### src/rtl/spi_slave.sv
// SPI mode-0 slave. SCK/CSN/MOSI are oversampled in the clk domain; frames of
// up to 32 bits are received into rx_data, and tx_data is shifted out MSB-first.
module spi_slave #(
    parameter int SYNC_STAGES = 2
) (
    input  logic        clk,
    input  logic        reset,
    input  logic        spi_sck,
    input  logic        spi_csn,
    input  logic        spi_mosi,
    output logic        spi_miso,
    input  logic [31:0] tx_data,
    output logic [31:0] rx_data,
    output logic [5:0]  rx_nbits,
    output logic        rx_valid,
    output logic        rx_overflow,
    output logic        busy
);

    localparam logic [1:0] IDLE   = 2'd0;
    localparam logic [1:0] ACTIVE = 2'd1;
    localparam logic [1:0] DONE   = 2'd2;

    logic [SYNC_STAGES-1:0] sck_sync_q, csn_sync_q, mosi_sync_q;
    logic                   sck_prev_q, csn_prev_q;
    logic                   sck_s, csn_s, mosi_s;
    logic                   sck_rise, sck_fall, csn_fall, csn_rise;

    logic [1:0]  state_q, state_d;
    logic [31:0] tx_sr_q, tx_sr_d;
    logic [31:0] rx_sr_q, rx_sr_d;
    logic [5:0]  cnt_q, cnt_d;
    logic        ovf_q, ovf_d;
    logic [31:0] rx_data_q, rx_data_d;
    logic [5:0]  rx_nbits_q, rx_nbits_d;
    logic        rx_ovf_q, rx_ovf_d;
    logic        rx_valid_q, rx_valid_d;

    // Synchronizers idle at the bus rest levels so reset never fakes an edge.
    always_ff @(posedge clk or posedge reset) begin
        if (reset) begin
            sck_sync_q  <= '0;
            csn_sync_q  <= '1;
            mosi_sync_q <= '0;
            sck_prev_q  <= 1'b0;
            csn_prev_q  <= 1'b1;
        end else begin
            sck_sync_q  <= {sck_sync_q[SYNC_STAGES-2:0], spi_sck};
            csn_sync_q  <= {csn_sync_q[SYNC_STAGES-2:0], spi_csn};
            mosi_sync_q <= {mosi_sync_q[SYNC_STAGES-2:0], spi_mosi};
            sck_prev_q  <= sck_s;
            csn_prev_q  <= csn_s;
        end
    end

    assign sck_s    = sck_sync_q[SYNC_STAGES-1];
    assign csn_s    = csn_sync_q[SYNC_STAGES-1];
    assign mosi_s   = mosi_sync_q[SYNC_STAGES-1];
    assign sck_rise = sck_s & ~sck_prev_q;
    assign sck_fall = ~sck_s & sck_prev_q;
    assign csn_fall = ~csn_s & csn_prev_q;
    assign csn_rise = csn_s & ~csn_prev_q;

    always_comb begin
        state_d    = state_q;
        tx_sr_d    = tx_sr_q;
        rx_sr_d    = rx_sr_q;
        cnt_d      = cnt_q;
        ovf_d      = ovf_q;
        rx_data_d  = rx_data_q;
        rx_nbits_d = rx_nbits_q;
        rx_ovf_d   = rx_ovf_q;
        rx_valid_d = 1'b0;
        case (state_q)
            IDLE: begin
                if (csn_fall) begin
                    state_d = ACTIVE;
                    tx_sr_d = tx_data;
                    rx_sr_d = '0;
                    cnt_d   = '0;
                    ovf_d   = 1'b0;
                end
            end
            ACTIVE: begin
                if (sck_rise) begin
                    rx_sr_d = {rx_sr_q[30:0], mosi_s};
                    if (cnt_q == 6'd32) ovf_d = 1'b1;
                    else                cnt_d = cnt_q + 6'd1;
                end
                if (sck_fall) tx_sr_d = {tx_sr_q[30:0], 1'b0};
                // Results latch from the _d values so a coincident last SCK edge counts.
                if (csn_rise) begin
                    state_d    = DONE;
                    rx_data_d  = rx_sr_d;
                    rx_nbits_d = cnt_d;
                    rx_ovf_d   = ovf_d;
                    rx_valid_d = 1'b1;
                end
            end
            DONE:    state_d = IDLE;
            default: state_d = IDLE;
        endcase
    end

    always_ff @(posedge clk or posedge reset) begin
        if (reset) begin
            state_q    <= IDLE;
            tx_sr_q    <= '0;
            rx_sr_q    <= '0;
            cnt_q      <= '0;
            ovf_q      <= 1'b0;
            rx_data_q  <= '0;
            rx_nbits_q <= '0;
            rx_ovf_q   <= 1'b0;
            rx_valid_q <= 1'b0;
        end else begin
            state_q    <= state_d;
            tx_sr_q    <= tx_sr_d;
            rx_sr_q    <= rx_sr_d;
            cnt_q      <= cnt_d;
            ovf_q      <= ovf_d;
            rx_data_q  <= rx_data_d;
            rx_nbits_q <= rx_nbits_d;
            rx_ovf_q   <= rx_ovf_d;
            rx_valid_q <= rx_valid_d;
        end
    end

    assign spi_miso    = (state_q == ACTIVE) & tx_sr_q[31];
    assign busy        = (state_q == ACTIVE);
    assign rx_data     = rx_data_q;
    assign rx_nbits    = rx_nbits_q;
    assign rx_overflow = rx_ovf_q;
    assign rx_valid    = rx_valid_q;

endmodule
### config.mk
export PLATFORM = sky130hd
export DESIGN_NAME = spi_slave
export DESIGN_NICKNAME = d
export VERILOG_FILES = /design/src/rtl/spi_slave.sv
export SDC_FILE = /design/constraint.sdc
export NUM_CORES = 1
export LEC_CHECK = 0
export CAP_MARGIN = 5
export CORE_UTILIZATION = 54
export CTS_CLUSTER_SIZE = 10
export DETAILED_ROUTE_END_ITERATION = 10
export PLACE_DENSITY = 0.8
export SYNTH_ARGS = -nofsm -noshare
export SYNTH_HDL_FRONTEND = slang
export SYNTH_SLANG_ARGS = --single-unit
### constraint.sdc
create_clock -name clk -period 4.3 [get_ports clk]
set_input_delay 0.43 -clock clk [delete_from_list [all_inputs] [get_ports clk]]
set_output_delay 0.43 -clock clk [all_outputs]
set_load 0.005 [all_outputs]
==> results of run 1 <==
## critical path: stages, from the launching register on
cell and delay [ns]:
dfrtp_1 0.44, nand2b_2 0.57, inv_2 0.17, buf_4 0.36
and2_1 0.19, clkdlybuf4s50_1 0.50
## cell usage after synthesis (2+ instances only)
cell and instances:
clkbuf_1 13, and3_1 4, nor2_1 72, inv_1 8, nand3_1 2, nor3_1 2
xor2_1 2, nand4_1 3, buf_6 5, a31oi_1 66, a22o_1 33, dfrtp_1 118
ha_1 2, buf_2 19, o21ai_0 5, nand2b_1 2, nand2_1 132, a21o_1 3
a21oi_1 9, or3_1 3, dfstp_2 3
## path summary, 6_finish.rpt
path                          startpoint  slack, ns  cells past startpoint             to
min in group asynchronous          reset       0.42                      2    rx_data[25]
max in group asynchronous          reset       2.94                      3  csn_sync_q[1]
setup reg to reg              state_q[1]       1.59                      5    rx_sr_q[15]
hold reg to reg            sck_sync_q[0]       0.35                      0  sck_sync_q[1]
setup / recovery              state_q[1]       1.13                      5       spi_miso
hold / removal                   spi_csn       0.33                      1  csn_sync_q[0]
## kinds of logic after synthesis
family,share of synthesized area
compound gates,0.169
simple gates,0.178
flops,0.596
xor+xnor,0.00516
buf+inv,0.0475
fa+ha+maj,0.00492
## registers in the layout, summed over array words and instances, names as in the netlist
register and flops:
tx_sr_q 32, mosi_sync_q 2, state_q 2, cnt_q 6
ovf_q 1, rx_sr_q 32, csn_prev_q 1, sck_sync_q 2
rx_data 32, rx_valid 1, rx_overflow 1, rx_nbits 6
sck_prev_q 1, csn_sync_q 2
## power by group through the flow
| stage | clock network [mW] | logic, mW | registers, mW |
|---|---|---|---|
| floorplan | 0 | 0.375 | 1.51 |
| global placement | 0 | 0.695 | 1.52 |
| detailed placement | 0 | 0.716 | 1.53 |
| CTS | 1.46 | 0.723 | 1.52 |
| global route | 1.52 | 0.798 | 1.54 |
| finish | 1.44 | 0.716 | 1.51 |
## metal layers
| metal | track usage | vias up | part of all wire |
|---|---|---|---|
| li1 | - | 1933 | - |
| met1 | 0.307 | 1950 | 0.45 |
| met5 | 0 | - | 0 |
| met3 | 0.0468 | 13 | 0.043 |
| met2 | 0.394 | 127 | 0.50 |
| met4 | 0.112 | 0 | 0.013 |
## through the flow
stage	hold slack, ns	cells	total power [mW]	worst slack, ns	area (sq um)
after global routing	0.306	714	3.86	0.922	6480
after global placement	0.336	682	2.22	1.68	5880
after detailed placement	0.336	682	2.25	1.61	5880
after floorplan	0.331	522	1.89	0.661	5090
final	0.326	714	3.67	1.13	6480
after CTS	0.300	714	3.70	1.10	6480
## area by class of cell
type | instances | area share
Multi-Input combinational cell | 354 | 0.281
Inverter | 9 | 0.00560
Tap cell | 111 | 0.0214
Timing Repair Buffer | 87 | 0.131
Clock buffer | 17 | 0.0639
Sequential cell | 121 | 0.468
Clock inverter | 15 | 0.0293
==> results.toml, run 1 <==
[clock_tree]
cts_resized = 0
clkTransAtPathRegs_ns = 0.06
cts-hold-fix-buffers = 0
h-tree-depth = 4
cts.sinks = 121
clock_latency_ns = 0.52
numCtsBuffers = 17
clock_path_buffers = 2
cts_tree = "built"
cts_setup_buffers = 0
cts_root_buffer = "clkbuf_8"

[finish]
layout.nets = 629
syn2layout_area_growth_pct = 27.4
final_cell_mix = "nand2_1 (132), dfrtp_1 (118), clkdlybuf4s50_1 (78), nor2_1 (71), a31oi_1 (66)"
layout_commonest_cell = "nand2_1"
seqCellArea_sq_um = 3030
utilization = 0.705
drive_gt1_frac = 0.0862
antenna-diode-count = 0
multiInputGateArea_sq_um = 1820
fillCellCount = 678

[synthesis]
syn-num-nets = 561
synth_area_leaders = "dfrtp_1 (58%), nand2_1 (9.7%), a31oi_1 (8.1%)"
synth_edf_count = 0
synth_seq_cells = 121
synth_top_area_frac = 0.580
yosys.area.top_type = "dfrtp_1"
netlist_area_sq_um = 5090
yosysWarnings = 0
ys_seq_area_frac = 0.596
synthFlopType = "dfrtp_1"
synthArstFlopShare = 1.00
syn_avg_cell_area_sq_um = 9.75
netlist_instances = 522
ys_types = 37

[place]
numPortBuffers = 78
dp_hpwl_um = 6310
place_congestion = 0.833

[sta]
setup_tns_ns = 0
slew_violations = 0
max_freq_mhz = 316
setup_viol = 0
period_minus_slack_ns = 3.17
rsz0062_at_grt = "false"
tightestPinTransition_ns = 1.00
final-hold-violation-count = 0
relSlewSlack = 0.332
skew_ns = 0.0106
period_share = 0.737

[drt]
drt-initial-drc-count = 217
post_drt_wl_per_cell_um = 14.7
drtPass1Iterations = 5
vias = 4023
ant_nets = 0
routed_wl_um = 10500
drcViolationCount = 0
vias_per_cell = 5.63

[die]
die_width_um = 99.1
initial_core_util = 0.553
die_h_um = 99.1
fp.coreArea_sq_um = 9200
dieArea_sq_um = 9820
num_rows = 35
pin_count = 79

[hold_path]
hp-class = "in2reg"

[pwr]
p_sw_mw = 1.01
power_density_nw_per_um2 = 566
power_frac_comb = 0.195
vdd_drop_max_mv = 0.277
p_seq_frac = 0.413
sw_frac_of_total = 0.274
clkPwrFrac = 0.392
internal-power_mw = 2.66
p_leak_nw = 2.78

[grt]
grt_max_degree = 66
grt_pass1_wl_um = 18300
first_global_vias = 3907
grt_usage = 0.239
antenna_found_initial = 0
grt_overflow_total = 0

[setup_path]
critPathArrivalTime_ns = 2.74
worst-path-max-fanout = 40
endpoint_kind = "output pin"
cp-start-kind = "flop"
critPathKind = "reg2out"
required_ns = 3.87

[run_status]
status = "completed"

[flow_run]
cap_violations = 0
Power figures use the tool's default switching activity.
==> run 2, diff against run 1 <==
Settings changed: CORE_UTILIZATION 54 to 48, PLACE_DENSITY 0.8 to 0.75.
Clock period 4.3 ns to 2.6 ns, I/O delays scaled along.
==> run 2 against run 1 <==
  * Combinational power rose by 66%
  * Register-to-register slack got worse by 0.94 ns
  * Global-route usage fell by 3.9 points
  * Count of clock-buffer cells in the layout rose by 2
  * Die area rose by 12%
  * Flip-flop and latch count did not move
  * Critical path type unchanged
==> results.toml, run 2 (synthesis results as in run 1) <==
[clock_tree]
clock_path_buffers = 2
cts_root_buffer = "clkbuf_8"
clkTransAtPathRegs_ns = 0.06
cts_tree = "built"
cts.sinks = 121
clock_latency_ns = 0.51
cts_setup_buffers = 0
cts-hold-fix-buffers = 0
h-tree-depth = 4
numCtsBuffers = 17
cts_resized = 0

[drt]
drt-initial-drc-count = 206
vias = 3993
vias_per_cell = 5.40
drcViolationCount = 0
routed_wl_um = 10200
drtPass1Iterations = 4
post_drt_wl_per_cell_um = 13.8
ant_nets = 0

[finish]
syn2layout_area_growth_pct = 28.4
layout.nets = 629
drive_gt1_frac = 0.0846
antenna-diode-count = 0
utilization = 0.633
layout_commonest_cell = "nand2_1"
fillCellCount = 838
final_cell_mix = "nand2_1 (132), dfrtp_1 (118), clkdlybuf4s50_1 (78), nor2_1 (71), a31oi_1 (66)"

[place]
numPortBuffers = 78
dp_hpwl_um = 6230
place_congestion = 0.791

[hold_path]
min_delay_path_depth = 1
hp-class = "in2reg"

[setup_path]
worst-path-max-fanout = 16
critPathKind = "reg2out"
endpoint_kind = "output pin"
cp-start-kind = "flop"
r2r_setup_slack_ns = 0.65
required_ns = 2.34
critPathArrivalTime_ns = 2.05
reg2reg_depth = 6

[die]
dieArea_sq_um = 11000
fp.coreArea_sq_um = 10300
die_width_um = 105
die_h_um = 105
num_rows = 37
initial_core_util = 0.493
pin_count = 79

[grt]
antenna_found_initial = 0
grt_max_degree = 122
grt_pass1_wl_um = 17500
first_global_vias = 3787
grt_overflow_total = 0
grt_usage = 0.200

[pwr]
vdd_drop_max_mv = 0.406
power_mw = 6.03
p_leak_nw = 2.77
power_density_nw_per_um2 = 923

[sta]
setup_tns_ns = 0
period_minus_slack_ns = 2.31
relSlewSlack = 0.585
final-hold-violation-count = 0
period_share = 0.890
skew_ns = 0.0110
max_freq_mhz = 432
tightestPinTransition_ns = 0.623
rsz0062_at_grt = "false"
hold_slack_ns = 0.150
slew_violations = 0
setup_viol = 0

[flow_run]
cap_violations = 0

[run_status]
status = "completed"
## run 2: layout make-up
type	instances	area, sq um	share of cell area
multi-input combinational	354	1820	0.279
timing repair buffer	87	873	0.134
tap	136	170	0.0260
inverter	9	37.5	0.00574
clock buffer	19	432	0.0661
sequential	121	3030	0.464
clock inverter	13	169	0.0258
## run 2: where the power goes
part,internal [mW],switching (mW)
clock network,1.49,0.841
logic,0.662,0.530
registers,2.27,0.235
total,4.43,1.61
## run 2: stage by stage
step                cells  area, sq um  worst slack (ns)
CTS                   739         6540             0.265
global placement      707         5930             0.764
global route          739         6540             0.172
detailed placement    707         5930             0.657
floorplan             522         5090             0.859
finish                739         6540             0.287
## run 2: layer usage
layer / vias up / global-route usage / wire length (um)
li1: 1935 / - / -
met1: 1947 / 0.257 / 4520
met2: 105 / 0.319 / 5110
met3: 6 / 0.0530 / 467
met4: 0 / 0.0895 / 101
met5: - / 0 / 0
## run 2: path summary, 6_finish.rpt
kind | startpoint | to
worst min register to register | mosi_sync_q[0] | mosi_sync_q[1]
max in group asynchronous | reset | rx_sr_q[2]
min in group asynchronous | reset | tx_sr_q[2]
worst max register to register | state_q[1] | rx_nbits[0]
worst min-delay path | spi_csn | csn_sync_q[0]
worst max-delay path | state_q[1] | spi_miso
## run 2: critical path, stage by stage (launching register included)
cell	delay, ns
dfrtp_1	0.43
nand2b_2	0.21
inv_2	0.21
and2_1	0.18
clkdlybuf4s50_1	0.51
==> run 3, diff against run 2 <==
Settings changed: CORE_UTILIZATION 48 to 25, PLACE_DENSITY 0.75 to unset.
==> run 3 against run 2 <==
  * Final cell count increased by 18%
  * Wire length up 14%
  * Count of clock-buffer cells in the layout up 2
  * Final area grew 3.4%
  * Sequential power hardly changed
  * Clock power rose by 8.6%
  * Non-clock buffer count grew 1
  * Via count fell by 2.2%
  * Global-route usage fell by 8.0 points
  * Worst hold slack better by 0.11 ns
==> results.toml, run 3 (synthesis results as in run 1) <==
[setup_path]
critPathKind = "reg2out"
critPathSlowestCell = "clkdlybuf4s50_1"
path_cells = "nand2b_2, inv_2, and2_1, clkdlybuf4s50_1"
cpPeakStageDelay_ns = 0.51
required_ns = 2.34
critPathArrivalTime_ns = 1.91
worst-path-max-fanout = 10
cp-start-kind = "flop"
endpoint_kind = "output pin"

[sta]
skew_ns = 0.00898
hold_slack_ns = 0.259
rsz0062_at_grt = "false"
period_share = 0.836
max_freq_mhz = 460
slew_violations = 0
relSlewSlack = 0.269
setup_viol = 0
final-hold-violation-count = 0
period_minus_slack_ns = 2.17
tightestPinTransition_ns = 1.10
setup_tns_ns = 0
worst_slack_ns = 0.426

[grt]
first_global_vias = 3688
grt_max_degree = 80
antenna_found_initial = 0
grt_pass1_wl_um = 19500
grt_usage = 0.120
grt_overflow_total = 0

[clock_tree]
clock_path_buffers = 2
cts_resized = 0
cts_root_buffer = "clkbuf_16"
numCtsBuffers = 17
cts_tree = "built"
h-tree-depth = 4
clock_latency_ns = 0.41
cts-hold-fix-buffers = 0
clkTransAtPathRegs_ns = 0.05
cts_setup_buffers = 0
cts.sinks = 121

[pwr]
clkPwrFrac = 0.405
p_sw_mw = 1.63
power_density_nw_per_um2 = 925
sw_frac_of_total = 0.261
p_leak_nw = 2.81
vdd_drop_max_mv = 0.385
power_mw = 6.25
p_seq_frac = 0.403
internal-power_mw = 4.62
power_frac_comb = 0.192

[finish]
layout_commonest_cell = "nand2_1"
drive_gt1_frac = 0.0861
final_cell_mix = "nand2_1 (132), dfrtp_1 (118), clkdlybuf4s50_1 (78), nor2_1 (71), a31oi_1 (66)"
fillCellCount = 2007
syn2layout_area_growth_pct = 32.8
antenna-diode-count = 0
layout.nets = 630

[drt]
ant_nets = 0
drt-initial-drc-count = 227
post_drt_wl_per_cell_um = 13.4
routed_wl_um = 11600
drcViolationCount = 0
drtPass1Iterations = 4
vias_per_cell = 4.49
vias = 3904

[flow_run]
cap_violations = 0

[die]
pin_count = 79
dieArea_sq_um = 20900
initial_core_util = 0.258
die_width_um = 145
num_rows = 51
die_h_um = 145
fp.coreArea_sq_um = 19700

[run_status]
status = "completed"

[place]
place_congestion = 0.718
dp_worst_setup_slack_ns = 0.457
dp_hpwl_um = 7280
numPortBuffers = 78

[hold_path]
hp-class = "in2reg"
-- run 3: critical path: cells and delay by family (launching register included) --
family | cells | cell delay (ns)
flops | 1 | 0.44
simple gates | 2 | 0.41
buf+inv | 2 | 0.65
-- run 3: worst paths after layout --
kind / cells after the start / slack (ns) / to / start
max in group asynchronous: 3 / 1.61 / tx_sr_q[1] / reset
worst min-delay path: 1 / 0.26 / csn_sync_q[0] / spi_csn
worst max register to register: 4 / 0.46 / rx_sr_q[0] / csn_sync_q[1]
worst max-delay path: 4 / 0.43 / spi_miso / state_q[1]
min in group asynchronous: 2 / 0.30 / tx_sr_q[31] / reset
worst min register to register: 0 / 0.35 / sck_sync_q[1] / sck_sync_q[0]
-- run 3: power by group through the flow --
stage          combinational, mW  sequential [mW]  clock (mW)
2_1_floorplan              0.620             2.50           0
3_3_place_gp                1.20             2.54           0
3_5_place_dp                1.22             2.55           0
4_1_cts                     1.23             2.53        2.59
5_1_grt                     1.37             2.58        2.68
6_report                    1.20             2.52        2.53
-- run 3: final cells by class --
type | count | area [sq um] | area share
Clock buffer | 21 | 470 | 0.0696
Timing Repair Buffer | 88 | 893 | 0.132
Sequential cell | 121 | 3030 | 0.449
Inverter | 9 | 37.5 | 0.00555
Tap cell | 265 | 332 | 0.0491
Clock inverter | 11 | 168 | 0.0248
Multi-Input combinational cell | 354 | 1830 | 0.270
-- run 3: stage by stage --
step	utilization	instance area (sq um)	instances
floorplan	-	5090	522
global placement	0.310	6120	837
detailed placement	0.310	6120	837
CTS	0.343	6760	869
global route	0.343	6760	869
finish	0.343	6760	869
-- run 3: layer usage --
| layer | up-vias | track usage | wire (um) | share of wire |
|---|---|---|---|---|
| met4 | 0 | 0.0399 | 136 | 0.012 |
| met1 | 1883 | 0.163 | 5570 | 0.48 |
| met2 | 76 | 0.180 | 5360 | 0.46 |
| li1 | 1933 | - | - | - |
| met5 | - | 0 | 0 | 0 |
| met3 | 12 | 0.0382 | 548 | 0.047 |
